`src/rtl/signed_div_sequencer.sv`:
```
// Request/response sequencer around a combinational signed divider.
// Holds operands for a settle window, traps zero divisors, queues results.
module signed_div_sequencer #(
    parameter int SETTLE_CYCLES = 2,
    parameter int FIFO_DEPTH    = 2
) (
    input  logic       Clock,
    input  logic       Reset,
    input  logic       In_Valid,
    output logic       In_Ready,
    input  logic [3:0] In_Dividend,
    input  logic [3:0] In_Divisor,
    input  logic [1:0] In_Mode,
    output logic [3:0] Div_Dividend,
    output logic [3:0] Div_Divisor,
    output logic       Div_S0,
    output logic       Div_S1,
    input  logic [5:0] Div_Quotient,
    input  logic [3:0] Div_Remainder,
    output logic       Out_Valid,
    input  logic       Out_Ready,
    output logic [5:0] Out_Quotient,
    output logic [3:0] Out_Remainder,
    output logic       Out_DivZero,
    output logic       Busy
);

    localparam int PW = (FIFO_DEPTH > 1) ? $clog2(FIFO_DEPTH) : 1;
    localparam int CW = PW + 1;

    typedef enum logic [1:0] {
        IDLE  = 2'd0,
        DRIVE = 2'd1,
        ZERO  = 2'd2
    } state_t;

    state_t        state_q, state_d;
    logic [3:0]    cnt_q, cnt_d;
    logic [3:0]    dvd_q, dvd_d;
    logic [3:0]    dvs_q, dvs_d;
    logic [1:0]    mode_q, mode_d;
    logic [3:0]    zdvd_q, zdvd_d;

    logic [5:0]    fq_q [FIFO_DEPTH];
    logic [5:0]    fq_d [FIFO_DEPTH];
    logic [3:0]    fr_q [FIFO_DEPTH];
    logic [3:0]    fr_d [FIFO_DEPTH];
    logic          fz_q [FIFO_DEPTH];
    logic          fz_d [FIFO_DEPTH];
    logic [PW-1:0] wr_ptr_q, wr_ptr_d;
    logic [PW-1:0] rd_ptr_q, rd_ptr_d;
    logic [CW-1:0] count_q, count_d;

    logic          full;
    logic          not_empty;
    logic          accept;
    logic          pop;
    logic          push;
    logic [5:0]    push_quo;
    logic [3:0]    push_rem;
    logic          push_dz;

    assign full      = (count_q == CW'(FIFO_DEPTH));
    assign not_empty = (count_q != '0);
    // Gated by reset so the request side looks closed while held in reset.
    assign In_Ready  = Reset && (state_q == IDLE) && !full;
    assign accept    = In_Valid && In_Ready;
    assign pop       = Out_Ready && not_empty;

    always_comb begin
        state_d  = state_q;
        cnt_d    = cnt_q;
        dvd_d    = dvd_q;
        dvs_d    = dvs_q;
        mode_d   = mode_q;
        zdvd_d   = zdvd_q;
        push     = 1'b0;
        push_quo = '0;
        push_rem = '0;
        push_dz  = 1'b0;
        case (state_q)
            IDLE: begin
                if (accept) begin
                    if (In_Divisor != 4'd0) begin
                        dvd_d   = In_Dividend;
                        dvs_d   = In_Divisor;
                        mode_d  = In_Mode;
                        cnt_d   = 4'(SETTLE_CYCLES - 1);
                        state_d = DRIVE;
                    end else begin
                        zdvd_d  = In_Dividend;
                        state_d = ZERO;
                    end
                end
            end
            DRIVE: begin
                if (cnt_q != 4'd0) begin
                    cnt_d = cnt_q - 4'd1;
                end else begin
                    push     = 1'b1;
                    push_quo = Div_Quotient;
                    push_rem = Div_Remainder;
                    push_dz  = 1'b0;
                    state_d  = IDLE;
                end
            end
            ZERO: begin
                push     = 1'b1;
                push_quo = '0;
                push_rem = zdvd_q;
                push_dz  = 1'b1;
                state_d  = IDLE;
            end
            default: state_d = IDLE;
        endcase
    end

    always_comb begin
        fq_d     = fq_q;
        fr_d     = fr_q;
        fz_d     = fz_q;
        wr_ptr_d = wr_ptr_q;
        rd_ptr_d = rd_ptr_q;
        count_d  = count_q;
        if (push) begin
            fq_d[wr_ptr_q] = push_quo;
            fr_d[wr_ptr_q] = push_rem;
            fz_d[wr_ptr_q] = push_dz;
            wr_ptr_d       = wr_ptr_q + PW'(1);
        end
        if (pop) begin
            rd_ptr_d = rd_ptr_q + PW'(1);
        end
        case ({push, pop})
            2'b10:   count_d = count_q + CW'(1);
            2'b01:   count_d = count_q - CW'(1);
            default: count_d = count_q;
        endcase
    end

    always_ff @(posedge Clock or negedge Reset) begin
        if (!Reset) begin
            state_q  <= IDLE;
            cnt_q    <= '0;
            dvd_q    <= '0;
            dvs_q    <= '0;
            mode_q   <= '0;
            zdvd_q   <= '0;
            wr_ptr_q <= '0;
            rd_ptr_q <= '0;
            count_q  <= '0;
            for (int i = 0; i < FIFO_DEPTH; i++) begin
                fq_q[i] <= '0;
                fr_q[i] <= '0;
                fz_q[i] <= 1'b0;
            end
        end else begin
            state_q  <= state_d;
            cnt_q    <= cnt_d;
            dvd_q    <= dvd_d;
            dvs_q    <= dvs_d;
            mode_q   <= mode_d;
            zdvd_q   <= zdvd_d;
            wr_ptr_q <= wr_ptr_d;
            rd_ptr_q <= rd_ptr_d;
            count_q  <= count_d;
            for (int i = 0; i < FIFO_DEPTH; i++) begin
                fq_q[i] <= fq_d[i];
                fr_q[i] <= fr_d[i];
                fz_q[i] <= fz_d[i];
            end
        end
    end

    assign Div_Dividend  = dvd_q;
    assign Div_Divisor   = dvs_q;
    assign Div_S0        = mode_q[0];
    assign Div_S1        = mode_q[1];
    assign Busy          = (state_q != IDLE);
    assign Out_Valid     = not_empty;
    assign Out_Quotient  = not_empty ? fq_q[rd_ptr_q] : '0;
    assign Out_Remainder = not_empty ? fr_q[rd_ptr_q] : '0;
    assign Out_DivZero   = not_empty ? fz_q[rd_ptr_q] : 1'b0;

endmodule

```
`config.mk`:
```
export PLATFORM = sky130hd
export DESIGN_NAME = signed_div_sequencer
export DESIGN_NICKNAME = d
export VERILOG_FILES = /design/src/rtl/signed_div_sequencer.sv
export SDC_FILE = /design/constraint.sdc
export NUM_CORES = 1
export LEC_CHECK = 0
export ABC_AREA = 1
export CAP_MARGIN = 20
export CORE_MARGIN = 10
export CORE_UTILIZATION = 55
export DETAILED_ROUTE_END_ITERATION = 10
export DONT_BUFFER_PORTS = 1
export PLACE_DENSITY_LB_ADDON = 0.12
export SLEW_MARGIN = 20
export SYNTH_ARGS = -nofsm -noshare
export SYNTH_HDL_FRONTEND = slang
export SYNTH_SLANG_ARGS = --single-unit
export TNS_END_PERCENT = 30
```
`constraint.sdc`:
```
create_clock -name Clock -period 2.4 [get_ports Clock]
set_clock_uncertainty 0.1 [all_clocks]
set_input_delay 0.12 -clock Clock [delete_from_list [all_inputs] [get_ports Clock]]
set_output_delay 0.12 -clock Clock [all_outputs]
set_load 0.02 [all_outputs]
```
==> flow_summary.json, run 1 <==
{
  "root_buffer": "clkbuf_8",
  "layout_common_cells": "131 x nand2_1, 46 x dfrtp_1, 25 x dlygate4sd3_1, 19 x inv_1, 16 x o21ai_2",
  "cts_resized": 0,
  "wirelength_um": 4890,
  "met2_usage": 0.2292,
  "synth_ff_type": "dfrtp_1",
  "cts_tree": "yes",
  "yosysWarnings": 0,
  "crit_fanout": 5,
  "power.density_cell_area_nw_per_um2": 1260,
  "tightest_slew_ps": 526.1,
  "overflow": 0,
  "core_region_area_sq_um": 4029,
  "cts_buffer_depth": 2,
  "p_leak_nw": 1.345,
  "io_buffer_count": 0,
  "fp.dieW_um": 84.70,
  "synth_area_leader_cell": "dfrtp_1",
  "globalplace.congestion": 0.7450,
  "post_cts_buffers": 0,
  "irDropWorstVdd_mv": 0.7839,
  "track_usage": 0.1442,
  "dr.pass1.iters": 4,
  "worst_setup_path_end_kind": "flip-flop",
  "insertedDiodeCount": 0,
  "crit_start": "state_q[0]",
  "initial_core_util": 0.5714,
  "num_vias": 1788,
  "max_clock_freq_ghz": 0.4893,
  "clock_latency_ps": 300,
  "htreeDepth": 2,
  "syn2layout_area_growth_pct": 16.41,
  "grt_pass1_vias": 1848,
  "p_seq_frac": 0.435,
  "post_drt_via_cell_ratio": 5.008,
  "rows": 23,
  "synth-edff-count": 0,
  "antenna_found_initial": 0,
  "ys_seq_area_frac": 0.5000,
  "synthCells": 279,
  "grt_pass1_wl_um": 8680,
  "clock-sinks": 46,
  "ant_nets": 0,
  "setup_viol": 0,
  "synth_area_leaders": "dfrtp_1 50%, nand2_1 21%, o21ai_2 6.1%",
  "synth_area_sq_um": 2302,
  "met3_usage": 0.06184,
  "post-route-util": 0.6652,
  "use_met1": 0.1723,
  "relSlewSlack": 0.6504,
  "crit_arrival_ps": 2190,
  "synth_area_per_cell_sq_um": 8.252,
  "drt_first_iter_violations": 83,
  "period_minus_slack_ps": 2044,
  "critPathLaunchType": "flip-flop",
  "worst-setup-path-type": "flip-flop to flip-flop",
  "syn-num-nets": 309,
  "ios": 48,
  "dieHeight_um": 84.70,
  "clk_pin_slew_ps": 80,
  "drive_above_1_share": 0.1270,
  "required_ps": 2540,
  "dieArea_sq_um": 7174,
  "synth_cell_types": 24,
  "final_cells": 357,
  "pwr-share-clk": 0.139,
  "grt_busiest_layer": "met2",
  "hp-start": "In_Valid",
  "rsz0062_at_grt": "false",
  "layout.nets": 336,
  "layout_commonest_cell": "nand2_1",
  "finalSetupTns_ps": 0,
  "fin_crit_sh": 0.8516,
  "hold_viol_final": 0,
  "cts_hold_buf": 26,
  "regToRegStartpoint": "state_q[0]",
  "hold_class": "input pin to flip-flop",
  "p_int_mw": 1.790,
  "ys_ff_latch": 46,
  "maxCapViolCount": 0,
  "p_sw_mw": 1.587,
  "dp_hpwl_um": 3350,
  "drt_drc_violations_left": 0,
  "synth_async_sr_flop_share": 1.000,
  "status": "finished, final reports clean",
  "numPlacedInstances": 323,
  "switching_share": 0.4699,
  "synth_top_area_frac": 0.5000,
  "report.final.slew_viol_count": 0,
  "combPwrFrac": 0.425,
  "grt_max_degree": 47,
  "numCtsBuffers": 5,
  "wl_per_cell_um": 13.70
}
## cell families (layout without fill, tap and decap cells)
group                    Yosys count  after routing  share of synthesized area
flip-flops                        46             46                     0.5000
AO/OA/AOI/OAI                     37             37                     0.1065
XOR/XNOR                           3              3                    0.01142
adder cells (fa/ha/maj)            6              6                    0.03261
AND/OR/NAND/NOR                  158            158                     0.2859
buffers and inverters             29             57                    0.06359
## critical path, stage by stage, from the launching register on
cell and delay [ps]:
dfrtp_1 400, inv_1 90, ha_1 210, nand2_1 100
nor2_4 200, nand2_2 110, inv_4 100, nand2_1 50
dlygate4sd3_1 550, nand2_1 60
## Yosys cell counts (2+ instances only)
| cell type | number |
|---|---|
| nor2_2 | 2 |
| ha_1 | 6 |
| clkbuf_1 | 2 |
| nand3_2 | 2 |
| a21oi_1 | 13 |
| nand2_1 | 131 |
| o21ai_0 | 7 |
| nand2_2 | 5 |
| xor2_1 | 2 |
| dfrtp_1 | 46 |
| nor2_1 | 10 |
| o21ai_2 | 16 |
| inv_1 | 19 |
| buf_6 | 4 |
| nand3_1 | 5 |
## sequential cells by signal, indices dropped and copies added, names as in the netlist
| signal | flops |
|---|---|
| fq_q | 12 |
| fr_q | 8 |
| Div_Dividend | 4 |
| Div_Divisor | 4 |
| cnt_q | 4 |
| zdvd_q | 4 |
| count_q | 2 |
| fz_q | 2 |
| mode_q | 2 |
| state_q | 2 |
| rd_ptr_q | 1 |
| wr_ptr_q | 1 |
## metrics by stage
stage | hold WS [ps] | worst slack (ps) | cell area, sq um | power, mW
3_3_place_gp | -273.9 | 470.8 | 2316 | 2.846
3_5_place_dp | -274.0 | 421.0 | 2316 | 2.886
4_1_cts | 108.0 | 325.2 | 2680 | 3.421
6_report | 110.8 | 356.2 | 2680 | 3.377
5_1_grt | 140.1 | 203.7 | 2680 | 3.700
2_1_floorplan | -275.6 | 550.3 | 2302 | 2.624
## path summary, 6_finish.rpt
path	endpoint	slack, ps	depth (start not counted)
worst min register to register	fr_q[6]	380	2
worst max register to register	Div_Divisor[0]	360	9
worst min-delay path	zdvd_q[0]	110	4
worst max-delay path	Div_Divisor[0]	360	9
min in group asynchronous	fz_q[1]	220	2
max in group asynchronous	zdvd_q[3]	1770	2
## routing by layer
metal	vias to the layer above	routed length, um
met3	7	400
met4	0	59
met2	43	2323
met1	810	2107
li1	928	-
met5	-	0
## power groups by stage
stage	registers (mW)	clock network (mW)	logic, mW
global route	1.52	0.516	1.66
floorplan	1.40	0	1.23
CTS	1.48	0.483	1.46
global placement	1.48	0	1.37
finish	1.47	0.471	1.44
detailed placement	1.49	0	1.40
## final cells by class
type	instances	area [sq um]
fill	363	1349
timing repair buffer	27	285.3
clock buffer	6	72.57
clock inverter	2	13.76
inverter	22	90.09
sequential	46	1151
multi-input combinational	204	1005
tap	50	62.56
No activity file was read; power rests on OpenSTA's default activity.
==> run 2: changes to the inputs <==
--- a/config.mk
+++ b/config.mk
@@ -11,6 +11,7 @@
 export CORE_UTILIZATION = 55
 export DETAILED_ROUTE_END_ITERATION = 10
 export DONT_BUFFER_PORTS = 1
+export GPL_TIMING_DRIVEN = 0
 export PLACE_DENSITY_LB_ADDON = 0.12
 export SLEW_MARGIN = 20
 export SYNTH_ARGS = -nofsm -noshare
==> run 2 against run 1 <==
  * Wire length grew 4.7%
  * Register-to-register slack lost 50 ps
  * Highest routed layer unchanged
  * Die area is the same
  * Sequential cell count is the same
  * Worst setup slack lost 46 ps
  * Sequential share of layout area shrank 1.1 points
  * Count of clock-buffer cells in the layout grew 1
  * First-iteration DRC count grew 54%
  * Final cell count grew 1.7%
  * Global-route usage grew 0.64 points
  * Critical path type unchanged
  * Design area grew 2.6%
  * Power grew 4.0%
==> flow_summary.json, run 2 (synthesized netlist as in run 1, its figures left out) <==
{
  "nFillCells": 342,
  "overflow": 0,
  "initial_core_util": 0.5714,
  "crit_arrival_ps": 2230,
  "io_buffer_count": 0,
  "layout_commonest_cell": "nand2_1",
  "syn2layout_area_growth_pct": 19.40,
  "max_stage_delay_ps": 550,
  "grt_pass1_vias": 1914,
  "max_clock_freq_ghz": 0.4784,
  "globalplace.congestion": 0.7984,
  "cts_tree": "yes",
  "rows": 23,
  "root_buffer": "clkbuf_8",
  "period_minus_slack_ps": 2090,
  "stdcell_area_sq_um": 2749,
  "crit_fanout": 5,
  "finalPower_mw": 3.514,
  "wirelength_um": 5120,
  "clock-sinks": 46,
  "drt_drc_violations_left": 0,
  "antenna_found_initial": 0,
  "worst-setup-path-type": "flip-flop to flip-flop",
  "slowest_stage": "dlygate4sd3_1",
  "dp_hpwl_um": 3540,
  "fin_crit_sh": 0.8709,
  "numPlacedInstances": 329,
  "ios": 48,
  "fp.dieW_um": 84.70,
  "hold_class": "input pin to flip-flop",
  "finalSetupTns_ps": 0,
  "layout.nets": 342,
  "hold_viol_final": 0,
  "power.density_cell_area_nw_per_um2": 1278,
  "clk_pin_slew_ps": 80,
  "maxCapViolCount": 0,
  "rsz0062_at_grt": "false",
  "relSlewSlack": 0.6360,
  "post_dp_cell_area_sq_um": 2365,
  "grt_pass1_wl_um": 8928,
  "p_leak_nw": 1.374,
  "hold_ws_ps": 92.66,
  "insertedDiodeCount": 0,
  "dieHeight_um": 84.70,
  "pre_cts_ws_ps": 376.2,
  "fin_ws_ps": 309.8,
  "htreeDepth": 2,
  "report.final.slew_viol_count": 0,
  "setup_viol": 0,
  "top_regs": "fq_q: 12 flops, fr_q: 8 flops",
  "grt_max_degree": 47,
  "post_drt_via_cell_ratio": 5.066,
  "dieArea_sq_um": 7174,
  "max_flop_register": "fq_q",
  "numCtsBuffers": 5,
  "drt_first_iter_violations": 128,
  "track_usage": 0.1506,
  "worst_setup_path_end_kind": "flip-flop",
  "irDropWorstVdd_mv": 0.9307,
  "largest_reg_flops": 12,
  "wl_per_cell_um": 14.10,
  "layout_common_cells": "131 x nand2_1, 46 x dfrtp_1, 25 x dlygate4sd3_1, 19 x inv_1, 16 x o21ai_2",
  "core_region_area_sq_um": 4029,
  "ant_nets": 0,
  "drive_above_1_share": 0.1310,
  "clock_latency_ps": 300,
  "path_cells": "inv_1 > ha_1 > nand2_1 > nor2_4 > nand2_2 > inv_4 > nand2_1 > dlygate4sd3_1 > nand2_1",
  "cts_resized": 0,
  "post-route-util": 0.6823,
  "num_vias": 1839,
  "critPathLaunchType": "flip-flop",
  "cts_buffer_depth": 2,
  "status": "finished, final reports clean",
  "crit_top_cell": "nand2_1",
  "required_ps": 2540,
  "dr.pass1.iters": 4,
  "final_cells": 363,
  "tightest_slew_ps": 547.8
}
run 2: where the power goes:
part           switching (mW)  internal [mW]  leakage [nW]  total, mW
logic                    1.02          0.488         0.756       1.50
clock network           0.254          0.312        0.0524      0.565
registers               0.327           1.12         0.565       1.44
total                    1.60           1.92          1.37       3.51
run 2: cell type report:
class | count | area, sq um | share of cell area
clock buffers | 7 | 76.32 | 0.02777
flip-flops and latches | 46 | 1151 | 0.4188
repair buffers | 26 | 277.8 | 0.1010
multi-input cells | 204 | 1005 | 0.3655
inverters | 22 | 90.09 | 0.03277
plain buffers | 7 | 56.30 | 0.02048
clock inverters | 1 | 30.03 | 0.01092
well taps | 50 | 62.56 | 0.02276
run 2: repair_timing:
action,4_1_cts,5_1_grt
setup buffers,0,0
hold endpoints to repair,81,0
hold buffers,26,0
run 2: final timing paths:
kind	slack, ps	cells past startpoint	end	startpoint
setup / recovery	310	9	Div_Divisor[0]	state_q[0]
hold / removal	90	5	Div_Dividend[2]	In_Valid
setup reg to reg	310	9	Div_Divisor[0]	state_q[0]
hold reg to reg	390	2	fz_q[0]	fz_q[0]
max in group asynchronous	1770	2	wr_ptr_q	Reset
min in group asynchronous	210	2	cnt_q[3]	Reset
run 2: critical path, delay by kind of cell, from the launching register on:
kind,cells,cell delay [ps]
DFF,1,410
and+or+nand+nor,5,570
adders and majority gates,1,220
buffers and inverters,3,740
run 2: metal layers:
layer	wire, um	GRT usage
met2	2503	0.2498
met1	2087	0.1659
met4	70	0.05838
met3	458	0.06570
met5	0	0
==> run 3: changes to the inputs <==
--- a/config.mk
+++ b/config.mk
@@ -12,7 +12,7 @@
 export DETAILED_ROUTE_END_ITERATION = 10
 export DONT_BUFFER_PORTS = 1
 export GPL_TIMING_DRIVEN = 0
-export PLACE_DENSITY_LB_ADDON = 0.12
+export PLACE_DENSITY = 0.7
 export SLEW_MARGIN = 20
 export SYNTH_ARGS = -nofsm -noshare
 export SYNTH_HDL_FRONTEND = slang
==> run 3 against run 2 <==
  * Power down 2.6%
  * Die area unchanged
  * Sequential cell count unchanged
  * Fmax up 1.9%
  * Final cell count down 0.28%
  * Critical path type unchanged
  * Largest cell class unchanged
  * Largest power group unchanged
==> flow_summary.json, run 3 (synthesized netlist as in run 1, its figures left out) <==
{
  "status": "finished, final reports clean",
  "crit_top_cell": "nand2_1",
  "p_sw_mw": 1.612,
  "cts_resized": 0,
  "overflow": 0,
  "cts_hold_buf": 25,
  "critPathLaunchType": "flip-flop",
  "num_vias": 1823,
  "irDropWorstVdd_mv": 0.7891,
  "finalSetupTns_ps": 0,
  "insertedDiodeCount": 0,
  "drt_drc_violations_left": 0,
  "slowest_stage": "dlygate4sd3_1",
  "relSlewSlack": 0.6459,
  "p_leak_nw": 1.365,
  "r2r-end": "Div_Divisor[3]",
  "power.density_cell_area_nw_per_um2": 1258,
  "initial_core_util": 0.5714,
  "ant_nets": 0,
  "worst_setup_path_end_kind": "flip-flop",
  "whs_path_depth": 4,
  "grt_pass1_vias": 1891,
  "hold_class": "input pin to flip-flop",
  "reg2reg_slack_ps": 350,
  "ios": 48,
  "cts_tree": "yes",
  "post_cts_buffers": 0,
  "crit_fanout": 5,
  "root_buffer": "clkbuf_8",
  "dp_hpwl_um": 3461,
  "clock-sinks": 46,
  "wl_per_cell_um": 14.16,
  "switching_share": 0.4710,
  "drt_first_iter_violations": 73,
  "grt_pass1_wl_um": 9018,
  "syn2layout_area_growth_pct": 18.10,
  "layout_common_cells": "131 x nand2_1, 46 x dfrtp_1, 24 x dlygate4sd3_1, 19 x inv_1, 16 x o21ai_2",
  "worst-setup-path-type": "flip-flop to flip-flop",
  "core_region_area_sq_um": 4029,
  "largest_reg_flops": 12,
  "finalPower_mw": 3.422,
  "period_minus_slack_ps": 2051,
  "p_seq_frac": 0.422,
  "rows": 23,
  "maxCapViolCount": 0,
  "fin_crit_sh": 0.8546,
  "dieHeight_um": 84.70,
  "antenna_found_initial": 0,
  "clock_latency_ps": 300,
  "max_clock_freq_ghz": 0.4876,
  "regArea_sq_um": 1151,
  "dieArea_sq_um": 7174,
  "drive_above_1_share": 0.1346,
  "wirelength_um": 5125,
  "numCtsBuffers": 5,
  "dr.pass1.iters": 4,
  "fp.dieW_um": 84.70,
  "top_regs": "fq_q: 12 flops, fr_q: 8 flops",
  "hold_end": "Div_Divisor[0]",
  "track_usage": 0.1507,
  "report.final.slew_viol_count": 0,
  "layout.nets": 341,
  "cts_buffer_depth": 2,
  "max_stage_delay_ps": 550,
  "hp-start": "In_Valid",
  "layout_commonest_cell": "nand2_1",
  "nFillCells": 344,
  "crit_arrival_ps": 2190,
  "post_drt_via_cell_ratio": 5.036,
  "globalplace.congestion": 0.7964,
  "combPwrFrac": 0.441,
  "r2r_cells": 9,
  "rsz0062_at_grt": "false",
  "setup_viol": 0,
  "max_flop_register": "fq_q",
  "regToRegStartpoint": "state_q[0]",
  "path_cells": "inv_1 > ha_1 > nand2_1 > nor2_4 > nand2_2 > inv_4 > nand2_1 > dlygate4sd3_1 > nand2_1",
  "pwr-share-clk": 0.137,
  "clk_pin_slew_ps": 80,
  "htreeDepth": 2,
  "grt_max_degree": 47,
  "p_int_mw": 1.810,
  "hold_viol_final": 0,
  "required_ps": 2540,
  "tightest_slew_ps": 532.9,
  "multi_input_area_sq_um": 1005,
  "io_buffer_count": 0
}
[run 3: cell count changes in the layout (fill, tap and decap cells not counted), sizes merged]
| cell | delta |
|---|---|
| clkinv | +2 |
| clkbuf | -1 |
| dlygate4sd3 | -1 |
| bufinv | -1 |
[run 3: worst max path at each step]
| stage | start | to | slack [ps] | cells after the start |
|---|---|---|---|---|
| after floorplan | state_q[1] | count_q[1] | 550 | 9 |
| after global placement | state_q[1] | count_q[1] | 400 | 9 |
| after detailed placement | state_q[1] | count_q[1] | 380 | 9 |
| after CTS | state_q[0] | Div_Divisor[2] | 340 | 9 |
| after global routing | state_q[1] | count_q[1] | 160 | 9 |
| final | state_q[0] | Div_Divisor[3] | 350 | 9 |
[run 3: per-stage QoR]
step / cells / instance area (sq um) / util / setup WS [ps] / hold slack [ps]
final: 362 / 2719 / 0.6748 / 349.1 / 3.648
after detailed placement: 329 / 2365 / 0.5870 / 377.4 / -274.0
after global routing: 362 / 2719 / 0.6748 / 164.4 / 32.86
after floorplan: 279 / 2302 / - / 550.3 / -275.6
after global placement: 329 / 2365 / 0.5870 / 400.8 / -274.1
after CTS: 362 / 2719 / 0.6748 / 340.8 / 1.367
[run 3: per-layer routing]
metal / track usage / up-vias / part of all wire
li1: - / 931 / -
met1: 0.1760 / 838 / 0.43
met2: 0.2512 / 47 / 0.48
met3: 0.05024 / 7 / 0.074
met4: 0.05389 / 0 / 0.014
met5: 0 / - / 0
[run 3: power by group through the flow]
stage | registers [mW] | clock network (mW) | logic (mW)
after global routing | 1.50 | 0.510 | 1.73
after CTS | 1.45 | 0.482 | 1.52
after detailed placement | 1.46 | 0 | 1.46
final | 1.44 | 0.469 | 1.51
after global placement | 1.45 | 0 | 1.42
after floorplan | 1.40 | 0 | 1.23
[run 3: cell type report]
cell class,count,area share
flip-flops and latches,46,0.4234
multi-input cells,204,0.3695
repair buffers,25,0.09848
inverters,22,0.03313
clock buffers,6,0.02669
well taps,50,0.02301
plain buffers,7,0.02071
clock inverters,2,0.005062
[run 3: critical path: cells and delay by family (launching register included)]
family                     cells  cell delay, ps
and+or+nand+nor                5             530
buffers and inverters          3             740
DFF                            1             410
adders and majority gates      1             210
